[src/rtl/life_pkg.sv]
// rtl/life_pkg.sv - shared state encoding, B3/S23 rule constants and popcount for the life grid engine
package life_pkg;

  typedef enum logic [1:0] {
    IDLE = 2'd0,
    STEP = 2'd1,
    FIN  = 2'd2
  } state_t;

  localparam logic [3:0] BIRTH_N    = 4'd3;
  localparam logic [3:0] SURVIVE_LO = 4'd2;
  localparam logic [3:0] SURVIVE_HI = 4'd3;

  // Sized for the widest legal row (64 columns).
  function automatic logic [6:0] popcount(input logic [63:0] v);
    logic [6:0] s;
    s = '0;
    for (int i = 0; i < 64; i++) s = s + {6'd0, v[i]};
    return s;
  endfunction

endpackage

[src/rtl/life_grid_engine_if.sv]
// rtl/life_grid_engine_if.sv - load, step, display-read and status signals of the life grid engine
interface life_grid_engine_if #(
  parameter int WIDTH  = 16,
  parameter int HEIGHT = 16,
  parameter int GEN_W  = 16
);
  localparam int RW = $clog2(HEIGHT);
  localparam int PW = $clog2(WIDTH * HEIGHT + 1);

  logic             load_valid;
  logic [RW-1:0]    load_row;
  logic [WIDTH-1:0] load_data;
  logic             load_ready;
  logic             step;
  logic             busy;
  logic             done;
  logic [RW-1:0]    rd_row;
  logic [WIDTH-1:0] rd_data;
  logic [GEN_W-1:0] generation;
  logic [PW-1:0]    population;
  logic             stable;
  logic             extinct;

  modport master (
    output load_valid, load_row, load_data, step, rd_row,
    input  load_ready, busy, done, rd_data, generation, population, stable, extinct
  );

  modport slave (
    input  load_valid, load_row, load_data, step, rd_row,
    output load_ready, busy, done, rd_data, generation, population, stable, extinct
  );

endinterface

[src/rtl/life_row_next.sv]
// rtl/life_row_next.sv - combinational B3/S23 next row from above/cur/below; column wrap under LIFE_WRAP_EN
module life_row_next
  import life_pkg::*;
#(
  parameter int WIDTH = 16
) (
  input  logic [WIDTH-1:0] above,
  input  logic [WIDTH-1:0] cur,
  input  logic [WIDTH-1:0] below,
  output logic [WIDTH-1:0] next
);

  // Bit c of the result is the neighbour at column c-1 of v.
  function automatic logic [WIDTH-1:0] from_lower(input logic [WIDTH-1:0] v);
`ifdef LIFE_WRAP_EN
    return {v[WIDTH-2:0], v[WIDTH-1]};
`else
    return {v[WIDTH-2:0], 1'b0};
`endif
  endfunction

  // Bit c of the result is the neighbour at column c+1 of v.
  function automatic logic [WIDTH-1:0] from_upper(input logic [WIDTH-1:0] v);
`ifdef LIFE_WRAP_EN
    return {v[0], v[WIDTH-1:1]};
`else
    return {1'b0, v[WIDTH-1:1]};
`endif
  endfunction

  logic [WIDTH-1:0] al, ar, cl, cr, bl, br;

  assign al = from_lower(above);
  assign ar = from_upper(above);
  assign cl = from_lower(cur);
  assign cr = from_upper(cur);
  assign bl = from_lower(below);
  assign br = from_upper(below);

  for (genvar c = 0; c < WIDTH; c++) begin : g_col
    logic [3:0] n;
    assign n = 4'(al[c]) + 4'(above[c]) + 4'(ar[c])
             + 4'(cl[c]) + 4'(cr[c])
             + 4'(bl[c]) + 4'(below[c]) + 4'(br[c]);
    assign next[c] = (n == BIRTH_N) || (cur[c] && (n >= SURVIVE_LO) && (n <= SURVIVE_HI));
  end

endmodule

[src/rtl/life_grid_engine.sv]
// rtl/life_grid_engine.sv - WIDTH x HEIGHT Conway grid, one row per clock per generation; toroidal under LIFE_WRAP_EN
module life_grid_engine
  import life_pkg::*;
#(
  parameter int WIDTH  = 16,
  parameter int HEIGHT = 16,
  parameter int GEN_W  = 16
) (
  input logic              clk,
  input logic              reset,
  life_grid_engine_if.slave bus
);

  localparam int RW = $clog2(HEIGHT);
  localparam int PW = $clog2(WIDTH * HEIGHT + 1);
  localparam logic [RW:0]   ROWS = HEIGHT[RW:0];
  localparam logic [RW-1:0] LAST = RW'(HEIGHT - 1);
`ifdef LIFE_WRAP_EN
  localparam bit WRAP = 1'b1;
`else
  localparam bit WRAP = 1'b0;
`endif

  state_t state, state_nx;

  logic [WIDTH-1:0] grid [HEIGHT];
  logic [RW-1:0]    row;
  logic [WIDTH-1:0] first_row, prev_old;
  logic [WIDTH-1:0] cur_row, below_row, next_row;
  logic [WIDTH-1:0] row0_eff, rowl_eff;
  logic [PW-1:0]    acc, acc_sum;
  logic             change, change_sum;
  logic             load_ok, step_ok, last_row;

  logic [WIDTH-1:0] rd_q;
  logic [GEN_W-1:0] gen_q;
  logic [PW-1:0]    pop_q;
  logic             stable_q, extinct_q;

  assign load_ok  = bus.load_valid && (state == IDLE) && ({1'b0, bus.load_row} < ROWS);
  assign step_ok  = bus.step && (state == IDLE);
  assign last_row = (row == LAST);

  assign cur_row   = grid[row];
  assign below_row = last_row ? first_row : grid[row + RW'(1)];

  // A load in the same cycle as the step must be seen by the wrap-around rows.
  assign row0_eff = (load_ok && bus.load_row == '0)   ? bus.load_data : grid[0];
  assign rowl_eff = (load_ok && bus.load_row == LAST) ? bus.load_data : grid[LAST];

  life_row_next #(.WIDTH(WIDTH)) u_row_next (
    .above (prev_old),
    .cur   (cur_row),
    .below (below_row),
    .next  (next_row)
  );

  assign acc_sum    = acc + PW'(popcount(64'(next_row)));
  assign change_sum = change | (next_row != cur_row);

  always_ff @(posedge clk or negedge reset) begin
    if (!reset) state <= IDLE;
    else        state <= state_nx;
  end

  always_comb begin
    state_nx       = state;
    bus.busy       = 1'b0;
    bus.load_ready = 1'b0;
    bus.done       = 1'b0;
    case (state)
      IDLE: begin
        bus.load_ready = 1'b1;
        if (bus.step) state_nx = STEP;
      end
      STEP: begin
        bus.busy = 1'b1;
        if (last_row) state_nx = FIN;
      end
      FIN: begin
        bus.busy = 1'b1;
        bus.done = 1'b1;
        state_nx = IDLE;
      end
      default: state_nx = IDLE;
    endcase
  end

  always_ff @(posedge clk or negedge reset) begin
    if (!reset) begin
      for (int i = 0; i < HEIGHT; i++) grid[i] <= '0;
      row       <= '0;
      first_row <= '0;
      prev_old  <= '0;
      acc       <= '0;
      change    <= 1'b0;
      rd_q      <= '0;
      gen_q     <= '0;
      pop_q     <= '0;
      stable_q  <= 1'b0;
      extinct_q <= 1'b0;
    end else begin
      rd_q <= ({1'b0, bus.rd_row} < ROWS) ? grid[bus.rd_row] : '0;

      if (load_ok) begin
        grid[bus.load_row] <= bus.load_data;
        gen_q     <= '0;
        stable_q  <= 1'b0;
        extinct_q <= 1'b0;
      end

      if (step_ok) begin
        row       <= '0;
        first_row <= WRAP ? row0_eff : '0;
        prev_old  <= WRAP ? rowl_eff : '0;
        acc       <= '0;
        change    <= 1'b0;
      end

      if (state == STEP) begin
        grid[row] <= next_row;
        prev_old  <= cur_row;
        row       <= row + RW'(1);
        acc       <= acc_sum;
        change    <= change_sum;
        // Status is committed with the last row so it is already valid while done is high.
        if (last_row) begin
          pop_q     <= acc_sum;
          extinct_q <= (acc_sum == '0);
          stable_q  <= !change_sum;
          gen_q     <= gen_q + GEN_W'(1);
        end
      end
    end
  end

  assign bus.rd_data    = rd_q;
  assign bus.generation = gen_q;
  assign bus.population = pop_q;
  assign bus.stable     = stable_q;
  assign bus.extinct    = extinct_q;

endmodule

[src/flat_wrapper.sv]
// flat-port wrapper written by rule: the top's interface ports become plain ports
module life_grid_engine_flat import life_pkg::*;
#(
  parameter int WIDTH  = 16,
  parameter int HEIGHT = 16,
  parameter int GEN_W  = 16
)
  (clk, reset, bus_load_valid, bus_load_row, bus_load_data, bus_step, bus_rd_row, bus_load_ready, bus_busy, bus_done, bus_rd_data, bus_generation, bus_population, bus_stable, bus_extinct);
  life_grid_engine_if #(.WIDTH(WIDTH), .HEIGHT(HEIGHT), .GEN_W(GEN_W)) bus_i ();
  input logic clk;
  input logic reset;
  input wire logic [$bits(bus_i.load_valid)-1:0] bus_load_valid;
  input wire logic [$bits(bus_i.load_row)-1:0] bus_load_row;
  input wire logic [$bits(bus_i.load_data)-1:0] bus_load_data;
  input wire logic [$bits(bus_i.step)-1:0] bus_step;
  input wire logic [$bits(bus_i.rd_row)-1:0] bus_rd_row;
  output wire logic [$bits(bus_i.load_ready)-1:0] bus_load_ready;
  output wire logic [$bits(bus_i.busy)-1:0] bus_busy;
  output wire logic [$bits(bus_i.done)-1:0] bus_done;
  output wire logic [$bits(bus_i.rd_data)-1:0] bus_rd_data;
  output wire logic [$bits(bus_i.generation)-1:0] bus_generation;
  output wire logic [$bits(bus_i.population)-1:0] bus_population;
  output wire logic [$bits(bus_i.stable)-1:0] bus_stable;
  output wire logic [$bits(bus_i.extinct)-1:0] bus_extinct;
  assign bus_i.load_valid = bus_load_valid;
  assign bus_i.load_row = bus_load_row;
  assign bus_i.load_data = bus_load_data;
  assign bus_i.step = bus_step;
  assign bus_i.rd_row = bus_rd_row;
  assign bus_load_ready = bus_i.load_ready;
  assign bus_busy = bus_i.busy;
  assign bus_done = bus_i.done;
  assign bus_rd_data = bus_i.rd_data;
  assign bus_generation = bus_i.generation;
  assign bus_population = bus_i.population;
  assign bus_stable = bus_i.stable;
  assign bus_extinct = bus_i.extinct;
  life_grid_engine #(.WIDTH(WIDTH), .HEIGHT(HEIGHT), .GEN_W(GEN_W)) u_core (.clk(clk), .reset(reset), .bus(bus_i));
endmodule
[config.mk]
export PLATFORM = sky130hd
export DESIGN_NAME = life_grid_engine_flat
export DESIGN_NICKNAME = d
export VERILOG_FILES = /design/src/rtl/life_pkg.sv /design/src/rtl/life_grid_engine_if.sv /design/src/rtl/life_row_next.sv /design/src/rtl/life_grid_engine.sv /design/src/flat_wrapper.sv
export SDC_FILE = /design/constraint.sdc
export NUM_CORES = 1
export LEC_CHECK = 0
export BUFFER_PORTS_ARGS = -buffer_cell sky130_fd_sc_hd__buf_2
export CORE_ASPECT_RATIO = 0.7
export CORE_MARGIN = 2
export CORE_UTILIZATION = 30
export DETAILED_ROUTE_END_ITERATION = 10
export PLACE_DENSITY = 0.44
export SYNTH_ARGS = -nofsm -noshare
export SYNTH_HDL_FRONTEND = slang
export SYNTH_SLANG_ARGS = --single-unit
[constraint.sdc]
create_clock -name clk -period 20.7 [get_ports clk]
set_input_delay 4.14 -clock clk [delete_from_list [all_inputs] [get_ports clk]]
set_output_delay 4.14 -clock clk [all_outputs]
set_load 0.02 [all_outputs]
# Yosys cells after proc, flatten, opt, wreduce, memory -nomap -nowiden
# Index checks and enable logic that the tools add are counted.
dict set report classes {
  eq_ne 22
  muxes 41
  order_cmp 38
  n_bitwise 5
  addsub 123
  n_reduce_logical 59
}
# op n
set op_table {}
lappend op_table {{$bwmux W256} 2}
lappend op_table {{$mux W256} 2}
lappend op_table {{$add A4 B1 Y4} 60}
lappend op_table {{$mux W16} 14}
lappend op_table {{$bmux W16 S4} 3}
lappend op_table {{$demux W16 S4} 2}
lappend op_table {{$add A7 B1 Y7} 14}
lappend op_table {{$eq A4 B2 Y1 const B} 16}
lappend op_table {{$ge A4 B2 Y1 const B} 16}
lappend op_table {{$le A4 B2 Y1 const B} 16}
lappend op_table {{$add A3 B1 Y4} 15}
lappend op_table {{$add A2 B1 Y3} 15}
lappend op_table {{$logic_and A1 B1 Y1} 36}
lappend op_table {{$add A1 B1 Y2} 16}
lappend op_table {{$ge A5 B5 Y1 const B} 4}
lappend op_table {{$not A4 Y5} 4}
lappend op_table {{$mux W9} 2}
lappend op_table {{$add A16 B1 Y16 const B} 1}
lappend op_table {{$logic_or A1 B1 Y1} 16}
lappend op_table {{$ne A16 B16 Y1} 1}
lappend op_table {{$mux W1} 11}
lappend op_table {{$lt A5 B1 Y1 const B} 2}
lappend op_table {{$add A9 B7 Y9} 1}
lappend op_table {{$logic_not A9 Y1} 1}
lappend op_table {{other kinds (15)} 18}
dict set report word_totals {
  regBits 331
}

# Logic depth before layout (Yosys ltp)
# Gate-level depths: netlist of run 1.
dict set report logic_depth {
  ltp_word 32
  depth_mapped 46
  depth_no_buf 39
}

# Modules after synthesis
# From an unflattened synthesis of run 1, not the netlist that was laid out.
dict set report hier_totals {
  hier_cells 2339
  hier_area_um2 24826.3
}
# mod seq_area_each_um2 area_each_um2 cells_each instances
set modules_own_cells {}
lappend modules_own_cells {life_grid_engine 8282.9 22176.3 2032 1}
lappend modules_own_cells {life_row_next 0.0 2650.0 307 1}

# Worst setup path after synthesis of run 1
# OpenSTA, ideal clock, no wires.
dict set report synth_path {
  kind {reg-to-reg}
  startpoint {register u_core.row[0]}
  endpoint {register u_core.extinct_q (netlist: u_core.bus.extinct)}
  synth_period_minus_slack_ns 11.344
  arrival_time_ns 11.248
  slack_ns 9.356
  path_stages_with_launch 43
  t_required_ns 20.605
  path_buffers 6
  cell_sequence {dfrtp_1 > buf_6 > clkinv_1 > buf_4 > ha_1 > clkbuf_1 > buf_2 > clkbuf_1 > mux4_2 > mux2i_1 > nand2_1 > nand3_1 > inv_1 > fa_1 > inv_1 > fa_1 > inv_1 > fa_1 > (+7 left out) > inv_1 > fa_1 > inv_1 > fa_1 > inv_1 > fa_1 > fa_1 > fa_1 > fa_1 > inv_1 > fa_1 > a21o_1 > a21oi_1 > nor2b_1 > o21a_1 > nor3_1 > a31oi_1 > o31ai_1}
}
dict set report synth_via {
  elab_chain_cells 32
  elab_cells_between_ends 202
}
# element line_no
set synth_lines {}
lappend synth_lines {{from (decl)} life_grid_engine.sv:27} ;# logic [RW-1:0] row;
lappend synth_lines {{from (signal assigned)} life_grid_engine.sv:123} ;# row <= row + RW'(1);
lappend synth_lines {{$not A4 Y5 (implied by the code) or $add A4 B1 Y4 (tied branches)} {life_grid_engine.sv:44, life_grid_engine.sv:45}}
lappend synth_lines {{$bmux W16 S4 or $not A4 Y5 (tied branches)} {life_grid_engine.sv:44, life_grid_engine.sv:45}}
lappend synth_lines {{$mux W16 (implied by the code) or $bmux W16 S4 (tied branches)} {life_grid_engine.sv:44, life_grid_engine.sv:45}}
lappend synth_lines {{$mux W16 (on tied branches)} {life_grid_engine.sv:44, life_grid_engine.sv:45}}
lappend synth_lines {{$add A3 B1 Y4 or $mux W16 (tied branches)} {life_row_next.sv:43, life_grid_engine.sv:45}}
lappend synth_lines {{$add A4 B1 Y4 or $mux W16 (tied branches)} {life_row_next.sv:43, life_grid_engine.sv:45}}
lappend synth_lines {{$add A4 B1 Y4 (3 in a row)} life_row_next.sv:44} ;# + 4'(bl[c]) + 4'(below[c]) + 4'(br[c]);
lappend synth_lines {{$ge A4 B2 Y1} life_row_next.sv:45} ;# assign next[c] = (n == BIRTH_N) || (cur[c] && (n >= SURVIVE_LO) && (n <= SURVIVE_HI));
lappend synth_lines {{$logic_and A1 B1 Y1 (2 in a row)} life_row_next.sv:45}
lappend synth_lines {{$logic_or A1 B1 Y1} life_row_next.sv:45}
lappend synth_lines {{$add A1 B1 Y2} life_pkg.sv:18} ;# for (int i = 0; i < 64; i++) s = s + {6'd0, v[i]};
lappend synth_lines {{$add A7 B1 Y7 (14 in a row)} life_pkg.sv:18}
lappend synth_lines {{$add A9 B7 Y9} life_grid_engine.sv:58} ;# assign acc_sum = acc + PW'(popcount(64'(next_row)));
lappend synth_lines {{$logic_not A9 Y1} life_grid_engine.sv:129} ;# extinct_q <= (acc_sum == '0);
lappend synth_lines {{$mux W1 (*)} life_grid_engine.sv:127} ;# if (last_row) begin
lappend synth_lines {{$mux W1 (*)} life_grid_engine.sv:120} ;# if (state == STEP) begin
lappend synth_lines {{to (signal assigned)} life_grid_engine.sv:129}
lappend synth_lines {{to (decl)} life_grid_engine.sv:38} ;# logic stable_q, extinct_q;
# Mark *: on every way between the ends. The rest lies on a longest branch, timed or not. The select of a mux whose other input is x is not followed.
# A chain may end at the register's enable or synchronous reset.

# Final worst setup path of run 1
dict set report layout_path {
  startpoint {register u_core.row[1]}
  endpoint {register u_core.extinct_q (netlist: u_core.bus.extinct)}
}
# The elaborated chain is that of the path after synthesis.

==> results.sh, run 1 <==
export IMPL_status="complete, no violations"
export IMPL_holdWs_ps=478.1
export IMPL_drc=0
export IMPL_synth_seq_cells=331
export IMPL_clk_pin_slew_ps=60
export IMPL_num_vias=19824
export IMPL_synthFlopType="dfrtp_1"
export IMPL_die_w_um=348.7
export IMPL_placed_area_um2=26370
export IMPL_netlist_top_cells_count="331 x dfrtp_1, 282 x mux2i_1, 264 x nor2_1"
export IMPL_io_buffers=73
export IMPL_cap_violations=0
export IMPL_grt_pass1_vias=19409
export IMPL_synth_edf_count=0
export IMPL_synth_top_area_share=0.3319
export IMPL_crit_type="flip-flop to flip-flop"
export IMPL_clock_sinks=331
export IMPL_clock_latency_ps=590
export IMPL_critPathMaxFanout=40
export IMPL_grt_overflow=0
export IMPL_wl_um=101900
export IMPL_clock_fmax_ghz=0.07839
export IMPL_cts_max_level=2
export IMPL_wl_per_cell_um=29.79
export IMPL_yosysMostFrequentCell="dfrtp_1"
export IMPL_final_period_utilization=0.6163
export IMPL_ys_seq_area_frac=0.3319
export IMPL_track_usage=0.2384
export IMPL_cts_root_buffer_cell="clkbuf_16"
export IMPL_grt_max_degree=92
export IMPL_cts_tree="done"
export IMPL_numCtsBuffers=41
export IMPL_cp_required_ps=21180
export IMPL_die_area_um2=85540
export IMPL_fin_worst_skew_ps=26.97
export IMPL_fp_dieH_um=245.3
export IMPL_io_pins=74
export IMPL_hold_class="flip-flop to flip-flop"
export IMPL_yosysTopAreaCell="dfrtp_1"
export IMPL_async_reset_ff_frac=1.000
export IMPL_initial_core_util=0.3030
export IMPL_rsz0062_at_grt="false"
export IMPL_critPathMaxStageDelay_ps=850
export IMPL_gp_congestion=0.9434
export IMPL_grt_pass1_wl_um=147300
export IMPL_synthTopCellsByArea="dfrtp_1 33%, mux4_2 17%, mux2i_1 11%"
export IMPL_slew_headroom=0.1168
export IMPL_area_delta_synth_final_pct=10.65
export IMPL_crit_top_cell="fa_1"
export IMPL_slowest_stage="dfrtp_4"
export IMPL_rows=88
export IMPL_setup_viol=0
export IMPL_ctsHoldBuffers=0
export IMPL_fin_crit_ps=12760
export IMPL_post_cts_buffers=0
export IMPL_ys_types=71
export IMPL_fill_cells=8262
export IMPL_fp_coreArea_um2=82360
export IMPL_syn_inst=2343
export IMPL_hpwl_um=68060
export IMPL_tightestPinTransition_ps=1323
export IMPL_arrival_ps=13240
export IMPL_final_max_slew_viol_count=0
export IMPL_finalNetCount=2479
export IMPL_syn_area_um2=24950
export IMPL_first_pass_iters=5
export IMPL_hold_viol=0
export IMPL_critPathCaptureType="flip-flop"
export IMPL_detail_route_iter0_violations=2304
export IMPL_viasPerCell=5.793
export IMPL_cp_start_kind="flip-flop"
export IMPL_antenna_left=0
export IMPL_cts_resized=0
export IMPL_finalInstanceArea_um2=27610
export IMPL_tns_ps=0
export IMPL_cts_buffer_depth=3
export IMPL_syn_avg_cell_area_um2=10.65
export IMPL_antenna_found_initial=5
export IMPL_drive_above_1_share=0.1986
export IMPL_syn_nets=2506
export IMPL_ys_warn_count=0
## critical path, delay by kind of cell (launching register included)
kind,cells,cell delay [ps]
simple gates,5,1050
fa+ha+maj,13,6630
flops,1,850
buf+inv,6,1590
compound gates,7,2000
mux,2,430
## cells in the final DEF (no fill, tap or decap), types with 8 or more instances in the layout
cell type,synthesis,layout
nor2b_1,14,14
fa_1,71,71
clkbuf_1,132,14
o21ai_0,90,89
ha_1,64,63
a211oi_1,13,13
buf_2,45,70
xnor2_1,12,11
mux2_2,53,53
mux4_1,10,10
a22o_1,19,19
a31oi_1,8,8
inv_1,133,133
nand4_1,13,13
clkbuf_16,0,41
mux2i_1,282,282
nand3_1,38,26
and3_1,18,18
nand2_1,151,151
o22ai_1,10,10
a21oi_1,233,232
dfrtp_1,331,327
buf_4,3,57
nor2_1,264,254
o21a_1,14,14
o211ai_1,11,11
o31ai_1,8,8
mux4_2,187,187
nand3_2,0,12
## registers in the layout, summed over array words and instances, names as in the netlist
register,flops
u_core.bus.rd_data,16
u_core.state,2
u_core.bus.extinct,1
u_core.change,1
u_core.bus.stable,1
u_core.grid,256
u_core.prev_old,16
u_core.row,4
u_core.bus.generation,16
u_core.acc,9
u_core.bus.population,9
## layout make-up
| cell class | instances | area, um2 | area share |
|---|---|---|---|
| Multi-Input combinational cell | 1678 | 15430 | 0.5587 |
| Sequential cell | 331 | 8295 | 0.3004 |
| Tap cell | 1080 | 1351 | 0.04894 |
| Clock buffer | 60 | 1147 | 0.04155 |
| Timing Repair Buffer | 129 | 808.3 | 0.02927 |
| Inverter | 135 | 506.7 | 0.01835 |
| Clock inverter | 8 | 73.82 | 0.002674 |
| Antenna cell | 1 | 2.502 | 0.00009063 |
## routing by layer
layer | track usage | wire length, um
met1 | 0.3695 | 49310
met2 | 0.3274 | 41580
met3 | 0.05983 | 8988
met5 | 0 | 13
met4 | 0.05426 | 2051
## metrics by stage
step / cells / utilization / setup slack (ps)
detailed placement: 3352 / 0.3202 / 7974
global placement: 3352 / 0.3202 / 8000
CTS: 3420 / 0.3350 / 7997
floorplan: 2343 / - / 9356
finish: 3422 / 0.3353 / 7943
global route: 3422 / 0.3353 / 7443
## final timing paths
path / start / to / slack, ps / cells past startpoint
worst max-delay path: u_core.row[1] / u_core.bus.extinct / 7940 / 33
worst min-delay path: u_core.bus.population[6] / u_core.bus.population[6] / 480 / 2
worst max register to register: u_core.row[1] / u_core.bus.extinct / 7940 / 33
worst min register to register: u_core.bus.population[6] / u_core.bus.population[6] / 480 / 2
max in group asynchronous: reset / u_core.grid[235] / 14830 / 3
min in group asynchronous: reset / u_core.grid[143] / 3500 / 1
## logic make-up after synthesis
kind of cell | synth area share
AND/OR/NAND/NOR | 0.09617
multiplexers | 0.3177
AO/OA/AOI/OAI | 0.1038
buffers and inverters | 0.05571
flip-flops | 0.3319
adder cells (fa/ha/maj) | 0.08905
XOR/XNOR | 0.005616
Power of run 1 is not shown: default switching activity piles up to over one toggle a cycle in this logic, so the estimate is an artifact.
==> inputs of run 2 (changes only) <==
- ABC_AREA: default -> 1
- clock period: 20.7 -> 13.4 ns (I/O delays scaled with it)
==> run 2 against run 1 <==
Routed wire length is 21% higher; critical path depth is 7 higher; clock-buffer cell count grew 3; worst setup slack worse by 6900 ps; sequential share of layout area down 0.86 points; largest cell class unchanged.
==> results.sh, run 2 <==
export IMPL_status="complete, no violations"
export IMPL_cts_tree="done"
export IMPL_placed_area_um2=27050
export IMPL_fp_dieH_um=249.8
export IMPL_finalInstanceArea_um2=28400
export IMPL_setup_viol=0
export IMPL_syn_nets=3990
export IMPL_critPathCaptureType="flip-flop"
export IMPL_drc=0
export IMPL_final_period_utilization=0.9196
export IMPL_slowest_stage="dfrtp_4"
export IMPL_critPathMaxStageDelay_ps=920
export IMPL_post_cts_buffers=0
export IMPL_r2r_slack_ps=1080
export IMPL_wl_per_cell_um=25.16
export IMPL_met1Wirelength_um=57200
export IMPL_cap_violations=0
export IMPL_gp_congestion=0.8770
export IMPL_detail_route_iter0_violations=3423
export IMPL_tns_ps=0
export IMPL_crit_buf_inv=8
export IMPL_crit_top_cell="fa_1"
export IMPL_initial_core_util=0.3017
export IMPL_io_pins=74
export IMPL_clock_fmax_ghz=0.08115
export IMPL_hold_class="flip-flop to flip-flop"
export IMPL_ctsHoldBuffers=0
export IMPL_antenna_left=0
export IMPL_die_area_um2=88700
export IMPL_fin_worst_skew_ps=43.14
export IMPL_wl_um=123700
export IMPL_cp_depth=40
export IMPL_r2r_end="u_core.bus.extinct"
export IMPL_async_reset_ff_frac=1.000
export IMPL_area_delta_synth_final_pct=9.695
export IMPL_final_util=0.3310
export IMPL_arrival_ps=12810
export IMPL_clk_pin_slew_ps=60
export IMPL_cts_buffer_depth=3
export IMPL_r2r_start="u_core.row[0]"
export IMPL_top_layer_used="met5"
export IMPL_cts_max_level=2
export IMPL_final_max_slew_viol_count=0
export IMPL_ys_seq_area_frac=0.3199
export IMPL_drive_above_1_share=0.07090
export IMPL_die_w_um=355.1
export IMPL_syn_avg_cell_area_um2=6.765
export IMPL_cp_top_family="adder cells"
export IMPL_cts_root_buffer_cell="clkbuf_16"
export IMPL_antenna_found_initial=3
export IMPL_synth_edf_count=0
export IMPL_io_buffers=73
export IMPL_synthFlopType="dfrtp_1"
export IMPL_dr_wl_met2_um=49740
export IMPL_wl_met3_um=12980
export IMPL_grt_max_degree=134
export IMPL_grt_overflow=0
export IMPL_grt_pass1_vias=24342
export IMPL_holdWs_ps=484.3
export IMPL_numCtsBuffers=42
export IMPL_slew_headroom=0.1812
export IMPL_clock_sinks=331
export IMPL_finalNetCount=3899
export IMPL_rows=90
export IMPL_ys_types=43
export IMPL_ys_warn_count=0
export IMPL_synth_top_area_share=0.3199
export IMPL_netlist_top_cells_count="939 x nand2_1, 635 x o21ai_0, 472 x inv_1"
export IMPL_synthTopCellsByArea="dfrtp_1 32%, nand2_1 14%, o21ai_0 12%"
export IMPL_fin_crit_ps=12320
export IMPL_syn_inst=3827
export IMPL_grt_pass1_wl_um=178900
export IMPL_layout_commonest_cell="nand2_1"
export IMPL_crit_type="flip-flop to flip-flop"
export IMPL_top_register="u_core.grid"
export IMPL_fp_coreArea_um2=85810
export IMPL_cp_start_kind="flip-flop"
export IMPL_yosysMostFrequentCell="nand2_1"
export IMPL_holdPathStages=2
export IMPL_min_from="u_core.bus.population[0]"
export IMPL_hold_viol=0
export IMPL_cts_resized=0
export IMPL_first_pass_iters=8
export IMPL_synth_seq_cells=331
export IMPL_yosysTopAreaCell="dfrtp_1"
export IMPL_syn_area_um2=25890
export IMPL_min_to="u_core.bus.population[0]"
export IMPL_cp_required_ps=13890
export IMPL_rsz0062_at_grt="false"
export IMPL_layout_common_cells="936 x nand2_1, 635 x o21ai_0, 472 x inv_1"
export IMPL_critPathMaxFanout=64
export IMPL_tightestPinTransition_ps=1227
export IMPL_hpwl_um=79080
export IMPL_clock_latency_ps=630
export IMPL_viasPerCell=5.371
export IMPL_num_vias=26415
export IMPL_track_usage=0.2763
export IMPL_reg2reg_depth=40
export IMPL_largest_register_ffs=256
run 2: cell types whose count changed in the layout (fill, tap and decap cells not counted), sizes merged, moves of 70 or more:
cell	change
o21ai	+597
nand2	+792
mux2i	-283
nand3	+176
nor2	-120
mux4	-197
a21oi	+110
o211ai	+70
inv	+356
run 2: routing by layer:
layer  track usage  vias to the layer above
li1              -                    12435
met1        0.4080                    12483
met2        0.3904                     1303
met3       0.07108                      192
met4       0.08245                        2
met5             0                        -
run 2: area by class of cell:
class / instances / area (um2)
tap: 1150 / 1439
fill: 9368 / 57410
inverter: 496 / 1868
clock inverter: 11 / 102.6
timing repair buffer: 140 / 912.1
sequential: 331 / 8288
antenna: 2 / 5.005
clock buffer: 63 / 1241
multi-input combinational: 2725 / 14540
run 2: kinds of logic (layout without fill, tap and decap cells):
| logic type | after synthesis | after routing | synth area share |
|---|---|---|---|
| other cells | 0 | 2 | 0 |
| flops | 331 | 331 | 0.3199 |
| simple gates | 1363 | 1363 | 0.2169 |
| buf+inv | 771 | 710 | 0.1212 |
| xor+xnor | 10 | 10 | 0.003673 |
| compound gates | 1217 | 1217 | 0.2524 |
| fa+ha+maj | 135 | 135 | 0.08583 |
run 2: worst register-to-register path, delay by kind of cell, from the launching register on:
family,cells,cell delay [ps]
fa+ha+maj,13,6630
buf+inv,8,1890
simple gates,13,1540
flops,1,920
compound gates,4,890
xor+xnor,2,340
run 2: how the worst max path moves through the flow:
stage	from	to	slack, ps
6_report	u_core.row[0]	u_core.bus.extinct	1080
5_1_grt	u_core.row[0]	u_core.acc[8]	440
4_1_cts	u_core.row[0]	u_core.bus.extinct	1180
3_5_place_dp	u_core.row[0]	u_core.bus.extinct	1230
3_3_place_gp	u_core.row[0]	u_core.bus.extinct	1280
2_1_floorplan	u_core.row[0]	u_core.bus.extinct	3350
run 2: stage by stage:
| step | instances | setup WS [ps] |
|---|---|---|
| detailed placement | 4842 | 1226 |
| finish | 4918 | 1077 |
| global placement | 4842 | 1276 |
| global route | 4916 | 443.3 |
| floorplan | 3827 | 3347 |
| CTS | 4916 | 1180 |
Power of run 2 is left out for the same reason.
